--- src/rtl/alu_pkg.sv ---
// Shared ALU definitions: control codes, widths and the iterative-op classifier.
package alu_pkg;

    localparam int unsigned XLEN       = 32;
    localparam int unsigned CHUNK_BITS = 8;
    localparam int unsigned CNT_W      = $clog2(XLEN) + 1;

    typedef enum logic [3:0] {
        ALU_ADD  = 4'b0000,
        ALU_SUB  = 4'b0001,
        ALU_AND  = 4'b0010,
        ALU_OR   = 4'b0011,
        ALU_SLT  = 4'b0101,
        ALU_CTZ  = 4'b0110,
        ALU_CLZ  = 4'b0111,
        ALU_CPOP = 4'b1000
    } alu_ctrl_e;

    typedef enum logic {
        ST_IDLE = 1'b0,
        ST_SCAN = 1'b1
    } scan_state_e;

    function automatic logic is_iterative(input logic [3:0] code);
        return (code == ALU_CTZ) || (code == ALU_CLZ) || (code == ALU_CPOP);
    endfunction

endpackage

--- src/rtl/alu_exec_unit_if.sv ---
// Issue/result bus between the pipeline and the execute-stage ALU.
interface alu_exec_unit_if;

    logic                     in_valid;
    logic                     in_ready;
    logic [3:0]               alu_ctrl;
    logic [alu_pkg::XLEN-1:0] src_a;
    logic [alu_pkg::XLEN-1:0] src_b;
    logic                     flush;
    logic                     out_valid;
    logic [alu_pkg::XLEN-1:0] result;
    logic                     zero;
    logic                     busy;

    modport master (
        output in_valid, alu_ctrl, src_a, src_b, flush,
        input  in_ready, out_valid, result, zero, busy
    );

    modport slave (
        input  in_valid, alu_ctrl, src_a, src_b, flush,
        output in_ready, out_valid, result, zero, busy
    );

endinterface

--- src/rtl/bit_chunk_count.sv ---
// Combinational zero/one counters over one operand chunk.
module bit_chunk_count #(
    parameter int unsigned W = 8
) (
    input  logic [W-1:0]             chunk,
    output logic [$clog2(W):0]       lz,
    output logic [$clog2(W):0]       tz,
    output logic [$clog2(W):0]       pop,
    output logic                     any_one
);

    localparam int unsigned CW = $clog2(W) + 1;

    // Later iterations win: ascending finds the highest one, descending the lowest.
    always_comb begin
        lz  = CW'(W);
        tz  = CW'(W);
        pop = '0;
        for (int i = 0; i < int'(W); i++) begin
            if (chunk[i]) lz = CW'(int'(W) - 1 - i);
            pop = pop + CW'(chunk[i]);
        end
        for (int i = int'(W) - 1; i >= 0; i--) begin
            if (chunk[i]) tz = CW'(i);
        end
    end

    assign any_one = |chunk;

endmodule

--- src/rtl/alu_exec_unit.sv ---
// Execute-stage ALU: single-cycle arithmetic/logic plus chunked CLZ/CTZ/CPOP scan.
module alu_exec_unit import alu_pkg::*; #(
    parameter int unsigned BITS_PER_CYCLE = CHUNK_BITS
) (
    input logic            clk,
    input logic            reset,
    alu_exec_unit_if.slave bus
);

    localparam int unsigned NCHUNK = XLEN / BITS_PER_CYCLE;
    localparam int unsigned IDX_W  = (NCHUNK > 1) ? $clog2(NCHUNK) : 1;
    localparam int unsigned CCW    = $clog2(BITS_PER_CYCLE) + 1;

    scan_state_e state, state_n;

    logic [3:0]          op_q;
    logic [XLEN-1:0]     opnd_q;
    logic [IDX_W-1:0]    idx_q, sel;
    logic [CNT_W-1:0]    acc_q, acc_n, add_c;
    logic                found_q, found_n, last;
    logic [XLEN-1:0]     alu_c;
    logic [XLEN-1:0]     result_q;
    logic                zero_q, out_valid_q;

    logic                ready, accept, start_scan, alu_done, scan_step, scan_done;

    logic [BITS_PER_CYCLE-1:0] chunk;
    logic [CCW-1:0]            lz, tz, pop;
    logic                      any_one;

    // CLZ walks from the MSB chunk down; CTZ/CPOP walk up from the LSB chunk.
    assign sel   = (op_q == ALU_CLZ) ? (IDX_W'(NCHUNK - 1) - idx_q) : idx_q;
    assign chunk = opnd_q[sel * BITS_PER_CYCLE +: BITS_PER_CYCLE];
    assign last  = (idx_q == IDX_W'(NCHUNK - 1));

    bit_chunk_count #(.W(BITS_PER_CYCLE)) u_count (
        .chunk   (chunk),
        .lz      (lz),
        .tz      (tz),
        .pop     (pop),
        .any_one (any_one)
    );

    // Sticky found flag freezes CLZ/CTZ once the first one is seen.
    always_comb begin
        add_c   = '0;
        found_n = found_q | any_one;
        case (op_q)
            ALU_CLZ: add_c = found_q ? '0 : CNT_W'(lz);
            ALU_CTZ: add_c = found_q ? '0 : CNT_W'(tz);
            default: add_c = CNT_W'(pop);
        endcase
        acc_n = acc_q + add_c;
    end

    always_comb begin
        alu_c = '0;
        case (bus.alu_ctrl)
            ALU_SUB: alu_c = bus.src_a - bus.src_b;
            ALU_AND: alu_c = bus.src_a & bus.src_b;
            ALU_OR:  alu_c = bus.src_a | bus.src_b;
            ALU_SLT: alu_c = XLEN'($signed(bus.src_a) < $signed(bus.src_b));
            default: alu_c = bus.src_a + bus.src_b;
        endcase
    end

    always_ff @(posedge clk) begin
        if (reset) state <= ST_IDLE;
        else       state <= state_n;
    end

    always_comb begin
        state_n = state;
        if (bus.flush) begin
            state_n = ST_IDLE;
        end else begin
            case (state)
                ST_IDLE: if (accept && is_iterative(bus.alu_ctrl)) state_n = ST_SCAN;
                ST_SCAN: if (last) state_n = ST_IDLE;
                default: state_n = ST_IDLE;
            endcase
        end
    end

    always_comb begin
        ready      = (state == ST_IDLE);
        accept     = ready && bus.in_valid && !bus.flush;
        start_scan = accept && is_iterative(bus.alu_ctrl);
        alu_done   = accept && !is_iterative(bus.alu_ctrl);
        scan_step  = (state == ST_SCAN) && !bus.flush;
        scan_done  = scan_step && last;
    end

    always_ff @(posedge clk) begin
        if (reset) begin
            out_valid_q <= 1'b0;
            result_q    <= '0;
            zero_q      <= 1'b1;
            op_q        <= '0;
            opnd_q      <= '0;
            idx_q       <= '0;
            acc_q       <= '0;
            found_q     <= 1'b0;
        end else begin
            out_valid_q <= 1'b0;
            if (alu_done) begin
                out_valid_q <= 1'b1;
                result_q    <= alu_c;
                zero_q      <= (alu_c == '0);
            end
            if (start_scan) begin
                op_q    <= bus.alu_ctrl;
                opnd_q  <= bus.src_a;
                idx_q   <= '0;
                acc_q   <= '0;
                found_q <= 1'b0;
            end
            if (scan_step) begin
                idx_q   <= idx_q + IDX_W'(1);
                acc_q   <= acc_n;
                found_q <= found_n;
            end
            if (scan_done) begin
                out_valid_q <= 1'b1;
                result_q    <= XLEN'(acc_n);
                zero_q      <= (acc_n == '0);
            end
        end
    end

    assign bus.in_ready  = ready;
    assign bus.busy      = !ready;
    assign bus.out_valid = out_valid_q;
    assign bus.result    = result_q;
    assign bus.zero      = zero_q;

endmodule

--- src/flat_wrapper.sv ---
// flat-port wrapper written by rule: the top's interface ports become plain ports
module alu_exec_unit_flat import alu_pkg::*;
#(
    parameter int unsigned BITS_PER_CYCLE = CHUNK_BITS
)
  (clk, reset, bus_in_valid, bus_alu_ctrl, bus_src_a, bus_src_b, bus_flush, bus_in_ready, bus_out_valid, bus_result, bus_zero, bus_busy);
  alu_exec_unit_if bus_i ();
  input logic clk;
  input logic reset;
  input wire logic [$bits(bus_i.in_valid)-1:0] bus_in_valid;
  input wire logic [$bits(bus_i.alu_ctrl)-1:0] bus_alu_ctrl;
  input wire logic [$bits(bus_i.src_a)-1:0] bus_src_a;
  input wire logic [$bits(bus_i.src_b)-1:0] bus_src_b;
  input wire logic [$bits(bus_i.flush)-1:0] bus_flush;
  output wire logic [$bits(bus_i.in_ready)-1:0] bus_in_ready;
  output wire logic [$bits(bus_i.out_valid)-1:0] bus_out_valid;
  output wire logic [$bits(bus_i.result)-1:0] bus_result;
  output wire logic [$bits(bus_i.zero)-1:0] bus_zero;
  output wire logic [$bits(bus_i.busy)-1:0] bus_busy;
  assign bus_i.in_valid = bus_in_valid;
  assign bus_i.alu_ctrl = bus_alu_ctrl;
  assign bus_i.src_a = bus_src_a;
  assign bus_i.src_b = bus_src_b;
  assign bus_i.flush = bus_flush;
  assign bus_in_ready = bus_i.in_ready;
  assign bus_out_valid = bus_i.out_valid;
  assign bus_result = bus_i.result;
  assign bus_zero = bus_i.zero;
  assign bus_busy = bus_i.busy;
  alu_exec_unit #(.BITS_PER_CYCLE(BITS_PER_CYCLE)) u_core (.clk(clk), .reset(reset), .bus(bus_i));
endmodule
--- config.mk ---
export PLATFORM = sky130hd
export DESIGN_NAME = alu_exec_unit_flat
export DESIGN_NICKNAME = d
export VERILOG_FILES = /design/src/rtl/alu_pkg.sv /design/src/rtl/alu_exec_unit_if.sv /design/src/rtl/bit_chunk_count.sv /design/src/rtl/alu_exec_unit.sv /design/src/flat_wrapper.sv
export SDC_FILE = /design/constraint.sdc
export NUM_CORES = 1
export LEC_CHECK = 0
export BUFFER_PORTS_ARGS = -buffer_cell sky130_fd_sc_hd__buf_2
export CORE_UTILIZATION = 50
export DETAILED_ROUTE_END_ITERATION = 6
export PLACE_DENSITY = 0.7
export SYNTH_ARGS = -nofsm -noshare
export SYNTH_HDL_FRONTEND = slang
export SYNTH_SLANG_ARGS = --single-unit
--- constraint.sdc ---
create_clock -name clk -period 14.7 [get_ports clk]
set_input_delay 1.47 -clock clk [delete_from_list [all_inputs] [get_ports clk]]
set_output_delay 1.47 -clock clk [all_outputs]
set_load 0.01 [all_outputs]
# After elaboration in Yosys (flattened, before gate mapping)
# Index checks and enable logic that the tools add are counted.
word_totals:
  regBits: 80
  output_inout_bits: 36
  elab_cells: 91
op_classes:
  shifts: 1
  n_eq_ne: 10
  n_mux: 36
  n_reduce_logical: 17
  n_lt_le_gt_ge: 1
  n_bitwise: 4
  addsub: 12
op_table:
  columns: ["op", "count"]
  rows:
  - ["case mux 32 bit (4 select lines)", 1]
  - ["two-way mux 4 bit", 18]
  - ["adder 32 bit", 1]
  - ["AND 32 bit", 1]
  - ["logical NOT 32 bit", 1]
  - ["less-than comparator 32 bit", 1]
  - ["bitwise OR 32 bit", 1]
  - ["indexed part select 32 x 6 -> 8 bit", 1]
  - ["subtractor 32 bit", 1]
  - ["two-way mux 6 bit", 4]
  - ["equality test 4 x 3 -> 1 bit (second input constant)", 5]
  - ["adder 4 x 1 -> 4 bit", 4]
  - ["case mux 6 bit (2 select lines)", 1]
  - ["equality test 4 x 2 -> 1 bit (second input constant)", 2]
  - ["two-way mux 1 bit", 8]
  - ["OR reduction 8 bit", 1]
  - ["adder 6 bit", 1]
  - ["logical AND 1 bit", 6]
  - ["logical NOT 6 bit", 1]
  - ["two-way mux 2 bit", 3]
  - ["adder 3 x 1 -> 4 bit", 1]
  - ["equality test 4 x 1 -> 1 bit (second input constant)", 1]
  - ["equality test 4 bit (second input constant)", 1]
  - ["nonzero test 2 bit", 2]
  - ["other kinds (11)", 14]

# Depth between registers and ports, before layout
depth:
  depth_word: 16
  depth_mapped: 23
  depth_no_buf: 23

# By module
# Synthesis repeated with hierarchy kept, for this count alone.
unflattened:
  hier_cells: 1244
  hier_area_um2: 8839.7
modules_own_cells:
  columns: ["mod", "cells_each", "area_each_um2", "n_inst"]
  rows:
  - ["alu_exec_unit", 1203, 8515.7, 1]
  - ["bit_chunk_count", 41, 324.1, 1]

# Worst setup path after synthesis
# Ideal clock, no wire load.
synth_path:
  path_kind: "register to register"
  startpoint: "register u_core.op_q[2]"
  endpoint: "register u_core.zero_q, in the netlist u_core.bus.zero"
  slack_ps: 9021
  path_stages_with_launch: 23
  t_arrival_ps: 5548
  setup_time_ps: 130
  synth_period_minus_slack_ps: 5679
  path_buffers: 0
  required_time_ps: 14570
  cell_sequence: "dfxtp_1 nand2_1 nor2_1 nand2_1 xor2_2 mux4_2 fa_1 inv_1 fa_1 fa_1 inv_1 ha_1 fa_1 a21o_1 inv_1 fa_1 inv_1 a21o_1 a21oi_1 xnor2_1 nor2_1 a221oi_1 o31ai_1"
synth_via:
  elab_chain_len: 16
  word_cells_on_any_way: 33
synth_rtl:
  columns: ["item", "line_no", "source"]
  rows:
  - ["from (decl)", "alu_exec_unit.sv:16", "logic [3:0] op_q;"]
  - ["from (signal assigned)", "alu_exec_unit.sv:112", "op_q <= bus.alu_ctrl;"]
  - ["parallel branches: the longest is 12 deep, another holds adder 3 x 1 -> 4 bit", null, null]
  - ["case mux 6 bit (2 select lines) *", "alu_exec_unit.sv:48", "case (op_q)"]
  - ["adder 6 bit *", "alu_exec_unit.sv:53", "acc_n = acc_q + add_c;"]
  - ["logical NOT 6 bit *", "alu_exec_unit.sv:126", "zero_q <= (acc_n == '0);"]
  - ["two-way mux 1 bit *", "alu_exec_unit.sv:123", "if (scan_done) begin"]
  - ["to (signal assigned)", "alu_exec_unit.sv:109", "zero_q <= (alu_c == '0);"]
  - ["to (signal assigned)", "alu_exec_unit.sv:126", null]
  - ["to (decl)", "alu_exec_unit.sv:23", "logic zero_q, out_valid_q;"]
# Mark *: on every way between the ends.
# A chain may end at the register's enable or synchronous reset.

# Worst setup path in the final report
# Same ends and word-level chain as after synthesis.

==> summary.txt <==
STA
  – PnR worst setup slack: between 8 and 9 ns
  – Final hold vios: 0
  – Fmax: 162 MHz
  – Setup Viol. Count Final: 0
  – Hold slack final: between 0.4 and 0.5 ns
  – Final min period: 6.19 ns
  – Crit share post-route: 42.1%
  – Final Skew: around 0.019 ns
  – Sum Neg Setup Slack: 0 ns
  – Relative slew margins: 26.0%
  – Fin. max-slew vios: 0
  – Least-Margin Pin Slew: 1.11 ns
  – RSZ-0062 raised after global routing: no

Outcome
  – Outcome: finished, violations left
  – Failing checks: DRC

Global routing
  – Initial antenna violation count: 1
  – First-pass GRT wire length: ~53 mm
  – Total track usage: around a third
  – Grt ovf: 0
  – Vias in the first global route: around 9300
  – Pin count of the biggest net entering global routing: 72

Routing
  – DRT Wirelength: 34.0 mm
  – DR iter-0 viols: roughly 1100
  – Drt pass-1 iters: 7
  – Wire per inst: roughly 21 um
  – Remaining DRCs: 5
  – DR vias/cell: 6.32
  – Vias after detailed routing: around 10000
  – Antenna Nets Post-Route: 0

Cells and area
  – Area grow syn2layout: 9.88%
  – Finished Layout Cells: approximately 1600
  – Fillcell total: roughly 1800
  – Layout cells sized above 1: 12.7%
  – Final Util: a little under three fifths
  – Final nets: approximately 1600

Place
  – Pre-CTS setup slack: about 8.5 ns
  – GPL Wtd Cong: 1.06
  – Dpl hpwl: 26.5 mm
  – Placed Cells: 1595
  – Port bufs: between 100 and 150

Logic synthesis
  – Syn nets: 1518
  – Mean Syn Cell Area: between 7 and 8 um^2
  – Post-synth ARST share: 0%
  – Largest cells by area after synthesis: dfxtp_1 17%, ha_1 14%, a21oi_1 7.5%, nand2_1 6.3%, nor2_1 5.3%
  – Synthesized instance count: between 1000 and 1500
  – Top cell type's share of synthesized area: ~17%
  – Post-synth EDFFs: 0
  – Most frequent cell after synthesis: nand2_1
  – Mapped Area: approximately 9400 um^2
  – Post-synth cell types: 81
  – Synthesis-stage register bit count: 80
  – Main synth FF type: dfxtp_1
  – Seq/Total Area, Yosys: ~17%
  – Area leader, netlist: dfxtp_1
  – Top cells by count, synth: 158 x nand2_1, 141 x a21oi_1, 133 x nor2_1
  – YS warnings: 0

Clocking
  – CTS root buffer: clkbuf_16
  – Post-CTS Setup Bufs: 0
  – Total CTS buffers: 9
  – CTS Buffer Depth: 2
  – CTS HTree Levels: 3
  – Clock slew at reported path FFs: ~0.080 ns
  – PostCTS Resize Cnt: 0
  – CTS sink cnt: 80
  – CTS tree: built
  – Hold buffers post-CTS: 0
  – Clock latency on the worst-skew pair: approximately 0.36 ns

Worst setup path
  – Crit-path max FO: 8
  – WP data required: 14.92 ns
  – Startpoint types: flip-flop
  – WP data arrival: about 6.4 ns
  – Worst setup EP type: flip-flop
  – Crit path kind: flip-flop to flip-flop

Worst hold path
  – Min-delay worst type: flip-flop to flip-flop

Run
  – MaxCap Viol Count: 0

Floorplanning
  – Io pins: approximately 110
  – Starting density of the core: between 50% and 60%
  – Die W: around 140 um
  – Die Y: 139 um
  – Die area: between 15000 and 20000 um^2
  – Std-Cell Core Area: between 15000 and 20000 um^2
  – # rows: 49

Power
  – LEAKAGE: roughly 0.0045 uW
  – Power Density: 79.6 nW/um^2
  – Maximum vdd drop: around 0.055 mV
## placed cells by master, fill, tap and decap left out, types with 6 or more instances in the layout
master,count
o211ai_1,17
inv_1,115
xnor2_1,9
and2_1,11
o21a_1,11
o31ai_1,15
o21bai_1,7
a221o_1,7
nor2b_1,17
and3_1,7
nand3_1,27
a211oi_1,33
dfxtp_1,80
nor3b_1,6
buf_4,9
nand2_1,158
a21o_1,21
o22ai_1,13
clkbuf_16,9
buf_2,107
mux2i_1,9
o21ai_0,62
nor4_1,15
o31a_1,6
a21oi_1,141
or2_2,6
o221ai_1,7
nand2b_1,16
ha_1,107
mux4_2,8
a221oi_1,12
nand4_1,11
nor2_1,131
fa_1,7
nor3_1,37
a31oi_1,14
## per-layer routing
metal	GRT usage, %	share of wire [%]	up-vias	wire length (um)
li1	-	-	4855	-
met3	6.60	9.1	93	3100
met5	0	0	-	0
met1	47.0	43	4716	14700
met2	54.1	44	528	15000
met4	14.4	3.7	0	1280
## state kept, by name (all words and copies together) (netlist names)
| register | cells |
|---|---|
| u_core.found_q | 1 |
| u_core.acc_q | 6 |
| u_core.opnd_q | 32 |
| u_core.idx_q | 2 |
| u_core.bus.busy | 1 |
| u_core.bus.result | 32 |
| u_core.op_q | 4 |
| u_core.bus.out_valid | 1 |
| u_core.bus.zero | 1 |
## worst max-delay path, stage by stage (launching register included)
cell      delay (ns)
dfxtp_1         0.33
nand2_1         0.06
nor2_1          0.24
nand2_1         0.19
xor2_2          0.53
mux4_2          0.65
fa_1            0.55
inv_1           0.05
fa_1            0.50
fa_1            0.54
inv_1           0.04
ha_1            0.21
fa_1            0.48
a21o_1          0.14
inv_1           0.06
fa_1            0.43
inv_1           0.08
a21o_1          0.11
a21oi_1         0.07
xnor2_1         0.26
nor2_1          0.09
a221oi_1        0.30
o31ai_1         0.12
## through the flow
stage | cell area (um^2) | total power, uW
floorplan | 9390 | 442
global placement | 9960 | 536
detailed placement | 9960 | 538
CTS | 10300 | 816
global route | 10300 | 858
finish | 10300 | 822
## kinds of logic (layout without fill, tap and decap cells)
group                      count (synthesis)  in the layout  synth area share (%)
adders and majority gates                114            114                  15.7
and+or+nand+nor                          472            472                  23.6
other                                      0              1                     0
buffers and inverters                    198            248                  8.31
DFF                                       80             80                  17.1
xor gates and xnor gates                  15             15                  1.48
muxes                                     20             20                  3.24
AOI/OAI and AO/OA                        433            433                  30.6
## power by group
group	switching [uW]	total, uW	leakage (uW)	internal [uW]
Clock	108	278	0.000175	170
Combinational	206	313	0.00369	108
Sequential	4.72	230	0.000651	225
Total	319	822	0.00451	503
## worst paths after layout
| path | startpoint | depth (start not counted) | to | slack [ns] |
|---|---|---|---|---|
| worst max-delay path | u_core.op_q[2] | 22 | u_core.bus.zero | 8.51 |
| worst min-delay path | u_core.bus.result[24] | 2 | u_core.bus.result[24] | 0.45 |
| worst max register to register | u_core.op_q[2] | 22 | u_core.bus.zero | 8.51 |
| worst min register to register | u_core.bus.result[24] | 2 | u_core.bus.result[24] | 0.45 |
## final cells by class
cell class	count	area [um^2]	share of cell area (%)
Multi-Input combinational cell	1054	7030	68.1
Sequential cell	80	1600	15.5
Timing Repair Buffer	116	603	5.84
Inverter	116	435	4.22
Tap cell	229	287	2.78
Clock buffer	9	225	2.18
Clock inverter	7	135	1.31
Antenna cell	1	2.50	0.0242
Power figures use the tool's default switching activity.
